<file path="src/rtl/led_pulse_stretch.sv">
// LED pulse stretcher: turns single-cycle events into fixed-length blinks with a
// forced off-gap. Events that arrive mid-blink are queued in a saturating counter.
module led_pulse_stretch #(
  parameter int ON_COUNT  = 2500000,
  parameter int OFF_COUNT = 2500000,
  parameter int PEND_MAX  = 15
) (
  input  logic       i_Clk,
  input  logic       i_Reset,
  input  logic       i_Pulse,
  input  logic       i_Enable,
  output logic       o_Led,
  output logic       o_Busy,
  output logic [3:0] o_Pending,
  output logic       o_Overflow
);

  localparam int MAX_COUNT = (ON_COUNT > OFF_COUNT) ? ON_COUNT : OFF_COUNT;
  localparam int CW        = (MAX_COUNT > 1) ? $clog2(MAX_COUNT) : 1;
  localparam logic [CW-1:0] ON_LAST  = CW'(ON_COUNT - 1);
  localparam logic [CW-1:0] OFF_LAST = CW'(OFF_COUNT - 1);
  localparam logic [3:0]    PEND_LIM = 4'(PEND_MAX);

  typedef enum logic [1:0] {
    IDLE,
    ON,
    GAP
  } state_t;

  state_t        state, state_nxt;
  logic [CW-1:0] cnt, cnt_nxt;
  logic [3:0]    pend, pend_nxt;
  logic          ovf, ovf_nxt;
  logic          queue_ev;
  logic          dequeue;
  logic          led_reg;

  always_ff @(posedge i_Clk) begin
    if (i_Reset) begin
      state <= IDLE;
      cnt   <= '0;
      pend  <= '0;
      ovf   <= 1'b0;
    end else begin
      state <= state_nxt;
      cnt   <= cnt_nxt;
      pend  <= pend_nxt;
      ovf   <= ovf_nxt;
    end
  end

  always_comb begin
    state_nxt = state;
    cnt_nxt   = cnt;
    pend_nxt  = pend;
    ovf_nxt   = ovf;
    queue_ev  = 1'b0;
    dequeue   = 1'b0;
    if (!i_Enable) begin
      state_nxt = IDLE;
      cnt_nxt   = '0;
      pend_nxt  = '0;
    end else begin
      unique case (state)
        IDLE: begin
          if (i_Pulse) begin
            state_nxt = ON;
            cnt_nxt   = '0;
          end
        end
        ON: begin
          queue_ev = i_Pulse;
          if (cnt == ON_LAST) begin
            state_nxt = GAP;
            cnt_nxt   = '0;
          end else begin
            cnt_nxt = cnt + CW'(1);
          end
        end
        GAP: begin
          queue_ev = i_Pulse;
          if (cnt == OFF_LAST) begin
            cnt_nxt = '0;
            if (pend != '0) begin
              state_nxt = ON;
              dequeue   = 1'b1;
            end else begin
              state_nxt = IDLE;
            end
          end else begin
            cnt_nxt = cnt + CW'(1);
          end
        end
        default: begin
          state_nxt = IDLE;
          cnt_nxt   = '0;
        end
      endcase

      // A new event coinciding with a dequeue takes the freed slot, so it can never overflow.
      if (dequeue && !queue_ev) begin
        pend_nxt = pend - 4'd1;
      end else if (queue_ev && !dequeue) begin
        if (pend == PEND_LIM) begin
          ovf_nxt = 1'b1;
        end else begin
          pend_nxt = pend + 4'd1;
        end
      end
    end
  end

  always_comb begin
    led_reg    = (state == ON);
    o_Led      = i_Enable ? led_reg : i_Pulse;
    o_Busy     = (state != IDLE);
    o_Pending  = pend;
    o_Overflow = ovf;
  end

endmodule

</file>
<file path="config.mk">
export PLATFORM = sky130hd
export DESIGN_NAME = led_pulse_stretch
export DESIGN_NICKNAME = d
export VERILOG_FILES = /design/src/rtl/led_pulse_stretch.sv
export SDC_FILE = /design/constraint.sdc
export NUM_CORES = 1
export LEC_CHECK = 0
export ABC_AREA = 1
export BUFFER_PORTS_ARGS = -buffer_cell sky130_fd_sc_hd__buf_4
export CORE_ASPECT_RATIO = 0.7
export CORE_MARGIN = 2
export CORE_UTILIZATION = 50
export DETAILED_ROUTE_END_ITERATION = 10
export PLACE_DENSITY = 0.77
export SLEW_MARGIN = 30
export SYNTH_ARGS = -nofsm -noshare
export SYNTH_HDL_FRONTEND = slang
export SYNTH_SLANG_ARGS = --single-unit
export TNS_END_PERCENT = 5
</file>
<file path="constraint.sdc">
create_clock -name i_Clk -period 4.8 [get_ports i_Clk]
set_input_delay 0.24 -clock i_Clk [delete_from_list [all_inputs] [get_ports i_Clk]]
set_output_delay 0.24 -clock i_Clk [all_outputs]
set_load 0.1 [all_outputs]
</file>
* After elaboration in Yosys (flattened, before gate mapping)
Index checks and enable logic that the tools add are counted.
Word-level totals: ROM bits 0, memories 0, RAM bits 0, logic and storage cells 48, latch bits 0, register bits 29, output and inout port bits 7, input port bits 4
Cells by class: multipliers 0, bitwise operators 2, reduce and logical (&&, ||, !) cells 13, equal/unequal tests 8, add/subtract/negate cells 3, shift-type cells 0, div/mod/pow operators 0, mux-type cells 18, order comparisons 0
Operators by type and width (number):
- two-way mux 22 bit | 2
- case mux 22 bit (2 select lines) | 1
- adder 22 x 1 -> 22 bit, second input constant | 1
- == test 22 bit, second input constant | 1
- two-way mux 4 bit | 3
- two-way mux 1 bit | 8
- two-way mux 2 bit | 3
- != test 2 bit, second input constant | 3
- case mux 2 bit (3 select lines) | 1
- adder 4 x 1 -> 4 bit, second input constant | 1
- == test 4 bit, second input constant | 1
- AND reduction 4 bit | 1
- nonzero test 2 bit | 2
- nonzero test 4 bit | 1
- OR reduction 2 bit | 2
- subtractor 4 x 1 -> 4 bit, second input constant | 1
- AND reduction 3 bit | 1
- == test 2 x 1 -> 1 bit, second input constant | 1
- == test 2 bit, second input constant | 1
- logical AND 1 bit | 2
- logical NOT 1 bit | 2
- logical NOT 2 bit | 1
- != test 2 x 1 -> 1 bit, second input constant | 1
- inverter 1 bit | 2
- AND reduction 2 bit | 1

* Logic depth before layout (Yosys ltp)
depth in word-level cells 9, gate-level depth with buffers 13, depth with buffers taken out 13

* Worst setup path after synthesis
OpenSTA, ideal clock, no wires.
path type register to register, from register pend[1] (netlist: o_Pending[1]), to register pend[2] (netlist: o_Pending[2]), path buffers 0, data arrival time 2614 ps, clock period less this slack 2686 ps, required time 4729 ps, stages on the path, launching flop included 11, slack 2114 ps, library setup time 71 ps, path through dfxtp_1 -> inv_1 -> nand3_1 -> o21ai_0 -> nor2_1 -> ha_1 -> xor2_1 -> ha_1 -> a21oi_1 -> xor2_1 -> a21oi_1
Between the ends: cells in the longest elaborated chain, start to end 9, elaborated cells between the ends (all ways) 17, those cells by class add/sub (2); eq/ne (2); mux (7); reduce/logical (6)
RTL lines:
- start: declaration | line 32 | logic [3:0] pend, pend_nxt;
- start signal: assignment | line 47 | pend <= pend_nxt;
- nonzero test 4 bit | line 84 | if (pend != '0) begin
- two-way mux 1 bit | line 84
- two-way mux 1 bit | line 82 | if (cnt == OFF_LAST) begin
- two-way mux 1 bit | line 64 | unique case (state)
- two-way mux 1 bit | line 59 | if (!i_Enable) begin
- logical NOT 1 bit | line 103 | end else if (queue_ev && !dequeue) begin
- logical AND 1 bit | line 103
- nonzero test 2 bit (no line)
- AND reduction 2 bit (no line)
Several ways; a longest one is shown, not always the timed one. The select of a mux whose other input is x is not followed. A chain may end at the register's enable or synchronous reset.

* Worst setup path after layout
from register cnt[0], to register pend[1] (netlist: o_Pending[1])
Between the ends: cells in the longest elaborated chain, start to end 8, elaborated cells between the ends (all ways) 11, those cells by class eq/ne (2); mux (4); reduce/logical (5)
RTL lines:
- start: declaration | line 31 | logic [CW-1:0] cnt, cnt_nxt;
- start signal: assignment | line 46 | cnt <= cnt_nxt;
- == test 22 bit (*) | line 82
- two-way mux 1 bit (*) | line 82
- two-way mux 1 bit (*) | line 64
- two-way mux 1 bit (*) | line 59
- logical NOT 1 bit | line 103
- logical AND 1 bit | line 103
- nonzero test 2 bit (no line)
- AND reduction 2 bit (no line)
Every way passes the cells marked *; elsewhere a longest branch is shown, timed or not. The select of a mux whose other input is x is not followed.

==> results.yml <==
placed_design:
  place_congestion: 0.936
  dp_hpwl_um: 3720
  portBuffers: 10
floorplan:
  start_util: 0.537
  die_y_um: 56.2
  die-area_mm2: 0.00441
  io_pins: 11
  fp-row-count: 18
  dieWidth_um: 78.6
  fp.coreArea_mm2: 0.00363
synthesis:
  yosysWarnings: 0
  yosys-mux-area-fraction: 0
  synthSimpleGateAreaFrac: 0.410
  syn_inst: 309
  synthTopCellsByArea: "dfxtp_1 30%, nand2_1 13%, nor2_1 9.8%, nand3_1 8.2%, inv_1 7.7%"
  async_reset_ff_frac: 0
  synth_edf_count: 0
  synth_top_area_cell: "dfxtp_1"
  yosysSeqAreaShare: 0.298
  yosys.area.top_type_share: 0.298
  synth_fa_ha_area_frac: 0.0579
  syn_area_per_cell_um2: 6.30
  ys_seq_elements: 29
  ys.flop_type: "dfxtp_1"
  syn_nets: 322
  yosysMostFrequentCell: "nand2_1"
  synth.distinct_cells: 27
  synth_common_cells: "66 x nand2_1, 51 x nor2_1, 40 x inv_1"
  synth_top_family_by_area: "simple AND/OR/NAND/NOR gates"
  synth-xor-area-share: 0.0495
  synth-compound-area-share: 0.0881
  synth_area_mm2: 0.00195
setup_path:
  start_kind: "flip-flop"
  cp_num_buf_inv: 1
  max_stage_delay_ns: 0.41
  worstSetupPathType: "reg -> reg"
  crit_slowest_cell: "dfxtp_1"
  arrival_ns: 2.59
  end_kind: "flip-flop"
  crit_path_max_fanout: 6
  worstPathCellList: "ha_1 -> nand4_1 -> nor2_1 -> nand3_1 -> nor2_1 -> ha_1 -> xor2_1 -> ha_1 -> o21ai_0 -> inv_1"
  critPathTopFamily: "adder cells"
  cp.required_ns: 4.98
  cpMostUsedCell: "ha_1"
sta:
  slew_violations: 0
  hold_viol_final: 0
  max_freq_mhz: 414
  final.min_clock_period_ns: 2.41
  setup_viol: 0
  setup_tns_ns: 0
  whs_ns: 0.104
  rsz0062_at_grt: "false"
  finClkSkew_ns: 0.00670
  tightest_slew_ns: 0.424
  relSlewSlack: 0.717
  finalCritPeriodShare: 0.503
route:
  vias: 1966
  dr.pass1.iters: 5
  drc: 0
  antenna_left: 0
  wl_per_cell_um: 12.9
  drt-initial-drc-count: 161
  wl_um: 4820
  vias_per_cell: 5.26
clock_network:
  cts_sinks: 29
  cts_buffers: 5
  tritoncts: "built"
  clk_pin_slew_worst_paths_ns: 0.06
  cts_resized: 0
  cts.path.max_buffers: 2
  cts_setup_buffers: 0
  h-tree-depth: 2
  root_buffer: "clkbuf_8"
  insertion_delay_ns: 0.29
  hold_buffers: 0
flow_run:
  drv_cap: 0
global_route:
  grt_pass1_vias: 1787
  grt-ovfl-total: 0
  grt_max_degree: 15
  globalRouteTotalUtil: 0.243
  grt_pass1_wl_um: 8360
  antenna_found_initial: 0
hold_path:
  hold_path.class: "in -> reg"
layout:
  nets: 336
  syn2layout_area_growth_pct: 10.6
  fillers: 347
  diodes: 0
  drive_above_1_share: 0.117
status:
  status: "completed"
power:
  ir_drop_mv: 0.169
  power.leakage_nw: 0.828
  power_density_mw_per_mm2: 241
through the flow:
stage                     power, mW   util  setup slack, ns  instance area, µm²  cells
final                         0.519  0.594             2.39                2150    374
after global routing          0.541  0.594             2.12                2150    374
after CTS                     0.524  0.594             2.40                2150    374
after detailed placement      0.329  0.571             2.40                2070    366
after global placement        0.328  0.571             2.54                2070    366
after floorplan               0.311      -             2.11                1950    309
flip-flops by register name, summed over array words and instances (netlist names):
name	cells
o_Pending	4
state	2
o_Overflow	1
cnt	22
placed cells by master, fill, tap and decap left out:
master and count:
nand2_1 66, nor2_1 51, inv_1 40, nand3_1 32, dfxtp_1 29, a21oi_1 17
o21ai_0 13, buf_4 11, ha_1 9, nand4_1 8, xor2_1 8, nor2_2 7
nor3_1 6, clkbuf_8 5, nand2_2 4, inv_2 3, xnor2_1 3, clkinv_2 2
o21bai_1 1, o21ai_2 1, or2_2 1, clkinv_1 1, nand3_2 1, nor2_4 1
nor3b_2 1, o21ai_1 1, nor3_2 1, clkbuf_1 1
routing by layer:
layer  global-route usage  vias up  wire [µm]
li1                     -     1008          -
met1                0.366      879       2570
met2                0.319       72       1820
met3               0.0714        7        360
met4               0.0902        0         75
met5                    0        -          0
final cells by class:
cell class | count | area [µm²] | area share
Clock buffer | 6 | 72.6 | 0.0337
Clock inverter | 2 | 10.0 | 0.00465
Inverter | 44 | 165 | 0.0767
Multi-Input combinational cell | 232 | 1180 | 0.548
Sequential cell | 29 | 581 | 0.270
Tap cell | 50 | 62.6 | 0.0291
Timing Repair Buffer | 11 | 82.6 | 0.0384
report_power, final:
| group | total [mW] | switching [mW] | internal (mW) | leakage, nW |
|---|---|---|---|---|
| Clock | 0.196 | 0.0959 | 0.100 | 0.0450 |
| Sequential | 0.246 | 0.00297 | 0.243 | 0.234 |
| Combinational | 0.0771 | 0.0578 | 0.0193 | 0.549 |
| Total | 0.519 | 0.157 | 0.363 | 0.828 |
worst paths after layout:
check / cells after the start / slack [ns] / endpoint / startpoint
hold reg to reg: 2 / 0.45 / o_Overflow$_SDFFE_PP0P_ / o_Overflow$_SDFFE_PP0P_
setup reg to reg: 10 / 2.39 / o_Pending[1]$_SDFFE_PP0P_ / cnt[0]$_SDFFE_PP0P_
hold / removal: 2 / 0.10 / o_Overflow$_SDFFE_PP0P_ / i_Reset
setup / recovery: 10 / 2.39 / o_Pending[1]$_SDFFE_PP0P_ / cnt[0]$_SDFFE_PP0P_
kinds of logic (layout without fill, tap and decap cells):
logic type	after synthesis	count (layout)
AND/OR/NAND/NOR	179	179
buffers and inverters	48	63
AO/OA/AOI/OAI	33	33
flip-flops	29	29
XOR/XNOR	11	11
adder cells (fa/ha/maj)	9	9
(Power assumes the default switching activity.)
